$ cat src/rtl/fetch_unit.sv
// Instruction fetch unit: IDLE/REQ/VALID handshake between instruction memory and the IR.
// Optional memory-stall counter enabled by defining FETCH_STALL_CNT_EN.
`timescale 1ns/1ps
module fetch_unit #(
   parameter logic [15:0] RESET_PC = 16'h0000
) (
   input  logic        clk,
   input  logic        reset,
   input  logic        run_i,
   input  logic        redirect_i,
   input  logic [15:0] redirect_pc_i,
   output logic        mem_req_o,
   output logic [15:0] mem_addr_o,
   input  logic        mem_ack_i,
   input  logic [15:0] mem_rdata_i,
   output logic [15:0] instr_o,
   output logic        instr_valid_o,
   input  logic        instr_ready_i,
   output logic [15:0] pc_o,
   output logic [15:0] stall_cnt_o
);

   localparam int unsigned AW = 16;
   localparam int unsigned DW = 16;

   typedef enum logic [1:0] {
      IDLE  = 2'd0,
      REQ   = 2'd1,
      VALID = 2'd2
   } state_e;

   state_e        state_q, state_d;
   logic [AW-1:0] pc_q, pc_d;
   logic [DW-1:0] instr_q, instr_d;
   logic          req_q, req_d;
   logic          valid_q, valid_d;

   // State and registered outputs
   always_ff @(posedge clk or negedge reset) begin
      if (!reset) begin
         state_q <= IDLE;
         pc_q    <= RESET_PC;
         instr_q <= '0;
         req_q   <= 1'b0;
         valid_q <= 1'b0;
      end else begin
         state_q <= state_d;
         pc_q    <= pc_d;
         instr_q <= instr_d;
         req_q   <= req_d;
         valid_q <= valid_d;
      end
   end

   // Next state; redirect outranks ack and transfer in every state
   always_comb begin
      state_d = state_q;
      pc_d    = pc_q;
      instr_d = instr_q;
      unique case (state_q)
         IDLE: begin
            if (redirect_i) begin
               pc_d = redirect_pc_i;
            end else if (run_i) begin
               state_d = REQ;
            end
         end
         REQ: begin
            if (redirect_i) begin
               pc_d = redirect_pc_i;
            end else if (mem_ack_i) begin
               instr_d = mem_rdata_i;
               pc_d    = pc_q + AW'(1);
               state_d = VALID;
            end
         end
         VALID: begin
            if (redirect_i) begin
               pc_d    = redirect_pc_i;
               state_d = REQ;
            end else if (instr_ready_i) begin
               state_d = run_i ? REQ : IDLE;
            end
         end
         default: begin
            state_d = IDLE;
         end
      endcase
      req_d   = (state_d == REQ);
      valid_d = (state_d == VALID);
   end

`ifdef FETCH_STALL_CNT_EN
   logic [15:0] stall_q;

   // Saturating count of REQ cycles without ack
   always_ff @(posedge clk or negedge reset) begin
      if (!reset) begin
         stall_q <= '0;
      end else if ((state_q == REQ) && !mem_ack_i && (stall_q != 16'hFFFF)) begin
         stall_q <= stall_q + 16'd1;
      end
   end

   assign stall_cnt_o = stall_q;
`else
   assign stall_cnt_o = 16'h0000;
`endif

   assign mem_req_o     = req_q;
   assign mem_addr_o    = pc_q;
   assign pc_o          = pc_q;
   assign instr_o       = instr_q;
   assign instr_valid_o = valid_q;

endmodule

$ cat config.mk
export PLATFORM = sky130hd
export DESIGN_NAME = fetch_unit
export DESIGN_NICKNAME = d
export VERILOG_FILES = /design/src/rtl/fetch_unit.sv
export SDC_FILE = /design/constraint.sdc
export NUM_CORES = 1
export LEC_CHECK = 0
export ABC_AREA = 1
export CORE_MARGIN = 2
export CORE_UTILIZATION = 40
export DETAILED_ROUTE_END_ITERATION = 12
export PLACE_DENSITY_LB_ADDON = 0.12
export RECOVER_POWER = 25
export SYNTH_ARGS = -nofsm -noshare
export SYNTH_HDL_FRONTEND = slang
export SYNTH_SLANG_ARGS = --single-unit
$ cat constraint.sdc
create_clock -name clk -period 3.7 [get_ports clk]
set_input_delay 0.37 -clock clk [delete_from_list [all_inputs] [get_ports clk]]
set_output_delay 0.37 -clock clk [all_outputs]
set_load 0.01 [all_outputs]
Word-level counts from Yosys, hierarchy flattened
Index checks and enable logic that the tools add are counted.

storage, ports and cells
  output and inout port bits = 66
  bits of input ports = 38
  register bits after elaboration = 36
  word-level logic and storage cells = 30

cells by class
  mux-type cells = 12
  equal/unequal tests = 6
  add/subtract/negate cells = 1
  bitwise gates (word level) = 1
  reductions and logical operators = 5

operators by type and width
  cell                                                                     count
  16-bit two-way mux                                                       3
  16-bit case mux with 2 select lines                                      1
  16-bit by 1-bit adder with 16-bit output, second input constant          1
  2-bit two-way mux                                                        6
  2-bit case mux with 3 select lines                                       1
  3-bit AND reduction                                                      2
  2-bit by 1-bit == test with 1-bit output, second input constant          2
  2-bit == test, second input constant                                     2
  3-bit inequality test, second input constant                             1
  2-bit logical NOT                                                        1
  2-bit by 1-bit inequality test with 1-bit output, second input constant  1
  2-bit nonzero test                                                       1
  2-bit OR reduction                                                       1
  1-bit two-way mux                                                        1
  1-bit NOT                                                                1

Depth between registers and ports, before layout
Gate-level depths: netlist of run 1.

  word-level depth = 5
  gate-level depth with buffers = 9
  mapped depth without buffers = 9

Least setup slack after synthesis of run 1
Ideal clock, no wire load.

  path kind = flip-flop to flip-flop
  start = register pc_q[0], in the netlist mem_addr_o[0]
  end = register pc_q[10], in the netlist mem_addr_o[10]
  cell stages (with the launch flop) = 9
  arrival = 1.241 ns
  required time = 3.584 ns
  clock period less this slack = 1.358 ns
  slack = 2.342 ns
  cell sequence = dfrtp_1 > ha_1 > nand3_1 > inv_1 > nand2_1 > o21ai_0 > nand3_1 > nand2_1 > nand2_1

on the way
  word-level cells in the longest chain between the ends = 4

ends and longest elaborated chain
  item                                      RTL line  source
  start, declared                           33        logic [AW-1:0] pc_q, pc_d;
  start signal, assigned                    48        pc_q <= pc_d;
  16-bit by 1-bit adder with 16-bit output  73        pc_d = pc_q + AW'(1);
  16-bit two-way mux                        71        end else if (mem_ack_i) begin
  16-bit two-way mux                        69        if (redirect_i) begin
  16-bit case mux with 2 select lines       60        unique case (state_q)

No other way between the ends. The select of a mux whose other input is x is not followed.
A chain may end at the register's enable or synchronous reset.

Worst setup path after layout of run 1
  start = input port redirect_i
  end = register instr_q[13], in the netlist instr_o[13]

on the way
  word-level cells in the longest chain between the ends = 2

ends and longest elaborated chain
  item                           RTL line  source
  start, declared                10        input logic redirect_i,
  1-bit NOT (no line)            n/a
  3-bit AND reduction (no line)  n/a
  end signal, assigned           49        instr_q <= instr_d;
  end, declared                  34        logic [DW-1:0] instr_q, instr_d;

No other way between the ends.

==> results summary, run 1 <==
The run finished, with violations left. The checks that failed: max-capacitance violations, max-slew violations. Counting every instance in the synthesized netlist gives ~270. Setup violations remaining at the end of the flow were counted as 0. Clock-pin slew was measured on the worst setup and hold paths at approximately 70 ps. TritonCTS built the clock tree. After synthesis, the largest area contributor takes up 41.2% of total cell area.

The proportion of synthesized chip area in sequential cells is 41.2%. On the final layout, the worst clock skew is approximately 7.6 ps. The count of cells in the finished layout, fillers not included, comes to around 400. The minimum clock period is 2130 ps. The netlist uses 25 different library cells. Among all flip-flop cells after synthesis, the most frequent one is sky130_fd_sc_hd__dfrtp_1. The peak ir drop on the vdd network came out at 356 uV. The detailed-route wire length came out at about 5000 um. Sorting the synthesized cells by area gives the leading types as sky130_fd_sc_hd__dfrtp_1 41%, sky130_fd_sc_hd__buf_4 12%, sky130_fd_sc_hd__nand2_1 10%, sky130_fd_sc_hd__nor2_1 6.3%, sky130_fd_sc_hd__mux2_4 5.5%.

The final layout contains roughly 380 nets. The critical path is of the input pin to flop type. The maximum buffer depth of the clock tree came out at 2. The element type at the critical path end is a flop. Cells with a size suffix above 1 make up a little under a tenth of the layout. The final number of max-transition violations is 37. Dividing the detail-routed via count by the number of cells gives 4.66.

The area of the multi-input gates is 975 um^2. The number of CTS-inserted buffers came out at 5. The number of warnings printed during yosys synthesis came out at 0.

The total power divided by cell area is 793 mW/mm^2. The launching element type of the critical path is an input pin. Routability-driven placement finished with a final weighted congestion of 0.832.

The filler cell count is 491. The number of DRC markers after the initial detailed-route iteration came out at between 150 and 200. The count of inserted antenna diode cells is 0. Once detailed placement completed, the half-perimeter wirelength came to 3520 um. Data on the critical path is required at its endpoint by between 3000 and 4000 ps. In the final layout, flip-flops and latches occupy about 900 um^2. The netlist area before placement is 0.00219 mm^2. The floorplan die height is 78.0 um.

The total iterations of the first detailed-routing run is 4. Hold repair after CTS inserted 0 buffers. The maximum level of the CTS H-tree came out at 2. The number of antenna violations at the first check in global routing is 0.

The initialized floorplan defines 26 standard-cell rows. The worst slew margin relative to its limit came out at -26.4%. In the synthesized netlist, the cells that appear most often are 60 x sky130_fd_sc_hd__nand2_1, 37 x sky130_fd_sc_hd__nor2_1, 36 x sky130_fd_sc_hd__dfrtp_1, 34 x sky130_fd_sc_hd__buf_4. In this run the mean area of a mapped cell was 8.17 um^2. The number of ports placed on the die boundary is 104. The number of endpoints with negative hold slack in the final report is 0. The post-synthesis to final-layout area growth is 37.9%.

The number of max-capacitance violations reported is 1. The total routing resource utilization after global routing came out at between 15 and 20%. The slew at the pin with the worst max-slew slack is 1900 ps. The minimum hold slack is a little over 500 ps. The number of global-route vias before repair is 1727. The wire length of the first global-routing pass is between 7000 and 8000 um.

Entering global routing, the biggest net connects 37 pins. The die is between 70 and 80 um wide. Setup repair after global routing left no endpoint under its margin. The post-detailed-route count of antenna-violating nets came out at 0. The post-synthesis async set-or-reset flop share is between 90% and 100%. The initial core utilization came out at 42.0%. The critical-path maximum fanout came out at 32. The class of the tightest hold or removal check is flop to flop. The period utilization came out at 57.4%. The clock tree root buffer cell is sky130_fd_sc_hd__clkbuf_8. Including well taps, the total number of placed cells is ~400. The remaining global-route overflow came out at 0. The clock sink total is 36. Yosys instantiated no cell more often than sky130_fd_sc_hd__nand2_1.

The floorplan step defined a core boundary enclosing about 0.0052 mm^2. The routed layout has 1906 vias. The count of buffers from port buffering came out at 87. Gates resized during post-CTS repair numbered 0. Clock latency on the worst-skew pair, taken at its later pin, is 290 ps. The remaining routing DRC violations came out at 0. The standby leakage power is roughly 1.4 nW. The number of synthesized register bits is 36. The total negative slack for setup checks is 0 ps. Dividing the detail-routed wire length by the instance count gives between 10 and 15 um. The full die area is 0.00608 mm^2. Derived from the worst setup path, the maximum achievable clock frequency is 470 MHz. The worst path arrival time is 2300 ps. Yosys mapped a number of flops with a built-in enable equal to 0. In this run the post-CTS setup repair buffer count came out at 0.

The largest total area in the synthesized netlist belongs to sky130_fd_sc_hd__dfrtp_1.
==> sequential cells by signal, indices dropped and copies added (netlist names) <==
name / count
instr_o: 16
instr_valid_o: 1
mem_addr_o: 16
mem_req_o: 1
state_q: 2
==> cells in the final DEF (no fill, tap or decap), types with 8 or more instances in the layout <==
cell,instances
sky130_fd_sc_hd__mux2_4,8
sky130_fd_sc_hd__conb_1,16
sky130_fd_sc_hd__inv_1,19
sky130_fd_sc_hd__dfrtp_1,36
sky130_fd_sc_hd__nor2_1,37
sky130_fd_sc_hd__nand3_1,19
sky130_fd_sc_hd__o21ai_0,9
sky130_fd_sc_hd__nand2_1,60
sky130_fd_sc_hd__clkdlybuf4s50_1,86
sky130_fd_sc_hd__mux2_2,8
sky130_fd_sc_hd__a21oi_1,13
==> where the power goes <==
group	switching [mW]	leakage [nW]	internal, mW
Combinational	0.548	0.891	0.710
Sequential	0.209	0.428	0.583
Clock	0.143	0.0552	0.200
Total	0.900	1.37	1.49
==> final timing paths <==
kind                            slack [ps]        from  depth (start not counted)             end
min in group asynchronous              590       reset                          1   mem_addr_o[3]
max in group asynchronous             2010       reset                          1  mem_addr_o[13]
worst max register to register        1730  state_q[0]                          4     instr_o[13]
worst min-delay path                   510  instr_o[8]                          1      instr_o[8]
worst min register to register         510  instr_o[8]                          1      instr_o[8]
worst max-delay path                  1570  redirect_i                          4     instr_o[13]
==> critical path, stage by stage <==
cell and delay, ps:
sky130_fd_sc_hd__clkdlybuf4s50_1 510, sky130_fd_sc_hd__nor2_4 590, sky130_fd_sc_hd__nand3_4 410, sky130_fd_sc_hd__mux2_4 400
==> layout make-up <==
type	instances	share of cell area, %
clock inverters	2	1.16
clock buffers	6	2.40
inverters	22	2.74
repair buffers	87	28.6
multi-input cells	186	32.3
well taps	70	2.90
flip-flops and latches	36	29.9
==> stage by stage <==
stage / power [mW] / utilization (%) / area, um^2 / setup WS [ps]
final: 2.39 / 58.0 / 3020 / 1570
after global routing: 2.57 / 58.0 / 3020 / 1440
after CTS: 2.42 / 58.0 / 3020 / 1550
after detailed placement: 2.06 / 55.9 / 2910 / 1240
after global placement: 2.04 / 55.9 / 2910 / 1250
after floorplan: 1.51 / - / 2240 / 2340
==> routing by layer <==
layer / vias up / part of all wire, % / track usage, %
met3: 7 / 9.3 / 6.40
li1: 951 / - / -
met5: - / 0 / 0
met4: 0 / 1.3 / 5.61
met1: 866 / 42 / 20.1
met2: 82 / 47 / 26.9
==> cell families (layout without fill, tap and decap cells) <==
family,after synthesis,in the layout,share of synthesized area [%]
buffers and inverters,61,117,16.9
AO/OA/AOI/OAI,30,30,7.89
AND/OR/NAND/NOR,123,123,23.7
adder cells (fa/ha/maj),1,1,0.572
flip-flops,36,36,41.2
other,1,16,0.171
multiplexers,16,16,9.61
No activity file was read; power rests on OpenSTA's default activity.
==> run 2, diff against run 1 <==
==> constraint.sdc (replaced) <==
create_clock -name clk -period 2.1 [get_ports clk]
set_input_delay 0.21 -clock clk [delete_from_list [all_inputs] [get_ports clk]]
set_output_delay 0.21 -clock clk [all_outputs]
set_load 0.01 [all_outputs]
==> run 2 against run 1 <==
  * The run ends with negative hold slack left
  * Global-route usage down 0.12 points
  * Combinational power grew 78%
  * Design area is essentially flat
  * Worst setup slack got worse by 1000 ps
  * Clock power up 37%
  * Via count shrank 2.4%
  * Critical path type is now flop to primary output
  * Largest power group unchanged
==> results summary, run 2 (same netlist as run 1, synthesis figures left out) <==
TritonCTS built the clock tree. The total negative slack for setup checks came out at 0 ps. Across the run, the number of max-cap violations was 0.

The full die area came out at 0.00608 mm^2. In this run the static leakage power is 1.38 nW. The die is 78.0 um tall. STA classifies the critical path startpoint as a flop. In this run the number of cells on the critical path is 1. The clock skew after layout is 6.26 ps. The maximum level of the CTS H-tree is 2. The kind of cell with the highest combined delay along the critical path is buffers and inverters. The remaining routing DRC violations came out at 0. The slew at the pin with the worst max-slew slack is 783 ps. The area of the placeable core came out at ~0.0052 mm^2. The number of CTS-inserted buffers came out at 5. The total power divided by cell area came out at between 1000 and 1500 mW/mm^2. Power comes to about 4.1 mW. Across the VDD grid, the largest voltage drop is 639 uV.

The count of buffers from port buffering came out at 87. The count of nets left with antenna violations once routing finished came out at 0. The critical path in this run is classified as flop to primary output. The cell sitting at the root of the clock tree is a sky130_fd_sc_hd__clkbuf_8. The met3 demand-to-capacity share in global routing came out at between 5 and 6%. The detailed-route wire length came out at 4790 um. Dividing the detail-routed wire length by the instance count gives 11.7 um.

The cell at the slowest stage of the critical path is sky130_fd_sc_hd__clkdlybuf4s50_1. The initialized floorplan defines 26 standard-cell rows. The delay of the slowest cell on the worst path came out at 590 ps.

Detailed placement finished with a half-perimeter wire length of 3570 um. Global routing used 20.7% of the available met1 tracks. After the last flow step, the layout net total stands at about 380.

The global routing stage identified its most utilized layer as met2. The final number of max-transition violations was 0. The combined flip-flop and latch cell area came out at 901 um^2. The final cell count without fillers came out at 410.

At the end of routability-driven placement, the weighted congestion stood at 0.764. Walking the worst path, the cells encountered are clkdlybuf4s50_1. The number of global-route vias before repair is 1713. The pre-antenna-repair detailed-routing pass consisted of 4 iterations. No sink is reached through more buffers than the 2 on the longest clock path. The minimum clock period came out at 1570 ps. The worst pin sits at a relative slew slack of 47.8%.

The number of antenna violations at the first check in global routing is 0. The initial core utilization came out at 42.0%. Together, buffers and inverters on the worst path number 1.

The share of final-layout standard cells stronger than drive strength 1 is 10.0%. The via total after detailed routing is 1861. The critical-path maximum fanout is 7.

At the later pin of the worst-skew pair, clock insertion delay measures about 290 ps. Global routing consumed, on the met2 layer, between 20% and 30% of the routing resources. The clock sink total came out at 36.

The post-CTS setup repair buffer count is 0. The checks that failed: negative hold slack. The element type at the critical path end is a primary output. The minimum hold slack came out at -2.41 ps. The area of the multi-input gates came out at 975 um^2. The number of placed instances, taps included, is 403. The count of hold-fix buffers inserted at cts is 0. The repair_antennas step left the layout with diodes totalling 0. The width of the die came out at between 70 and 80 um. The run finished, with violations left. The count of endpoints failing setup in the final report came out at 0. Data on the critical path is required at its endpoint by 1890 ps.

The filler cell count came out at a little under 500. The worst path arrival time is between 1000 and 1500 ps. The per-cell via count in the routed design is 4.54. Once the clock tree was built, the resizer swapped 0 gates to a different size. After global routing the overflow that remains totals 0. The number of DRC markers after the initial detailed-route iteration came out at 107. The pin count of the biggest net entering global routing came out at 37. Setup repair after global routing left no endpoint under its margin. The post-synthesis to final-layout area growth came out at 38.0%.

The number of endpoints with negative hold slack in the final report is 6. The final critical path takes up 74.8% of the cycle. The fmax is roughly 640 MHz.

The worst reg2reg path depth is 8. The total routing resource utilization after global routing came out at 16.5%. The wire length of the first global-routing pass is 8020 um.

Leaving out fill and tap cells, the most frequent cells in the layout are 86 x sky130_fd_sc_hd__clkdlybuf4s50_1, 60 x sky130_fd_sc_hd__nand2_1, 37 x sky130_fd_sc_hd__nor2_1. The clock transition time at the flip-flop clock pins of the worst setup and hold paths is 70 ps. In this run the worst hold path is classified as input pin to async pin. For this design the top-level I/O count stands at 104. The library cell used most frequently in the layout, excluding fill and tap cells, is sky130_fd_sc_hd__clkdlybuf4s50_1.
## run 2: cell count changes in the layout (fill, tap and decap cells not counted), sizes merged
cell      change
buf           +3
clkbuf        -2
bufinv        -1
clkinvlp      +1
## run 2: worst reg2reg max path, delay by kind of cell (launching register included)
kind          cells  cell delay [ps]
simple gates      7              730
flops             1              460
fa+ha+maj         1              230
## run 2: area by class of cell
| class | count | area share [%] |
|---|---|---|
| clock buffers | 5 | 2.28 |
| inverters | 22 | 2.73 |
| well taps | 70 | 2.90 |
| repair buffers | 89 | 29.6 |
| flip-flops and latches | 36 | 29.8 |
| clock inverters | 2 | 0.414 |
| multi-input cells | 186 | 32.3 |
## run 2: through the flow
stage	utilization (%)	worst slack [ps]	area, um^2
2_1_floorplan	-	742	2240
3_3_place_gp	56.5	396	2940
3_5_place_dp	56.5	346	2940
4_1_cts	58.0	511	3020
5_1_grt	58.0	393	3020
6_report	58.0	530	3020
## run 2: layer usage
layer / up-vias / wire (um)
met5: - / 0
met4: 0 / 34
met3: 4 / 370
met2: 64 / 2350
met1: 834 / 2030
li1: 959 / -
## run 2: final timing paths
kind	from	endpoint	slack, ps
max in group asynchronous	reset	mem_addr_o[15]	1600
max	mem_addr_o[12]	mem_addr_o[12]	530
min reg2reg	instr_o[5]	instr_o[5]	510
min	reset	mem_addr_o[5]	-2
min in group clk	instr_o[5]	instr_o[5]	510
max reg2reg	mem_addr_o[0]	mem_addr_o[14]	600
## run 2: report_power, final
group          total, mW  switching, mW  internal (mW)
Combinational       2.24          0.965           1.28
Sequential          1.40          0.376           1.03
Clock              0.470          0.246          0.224
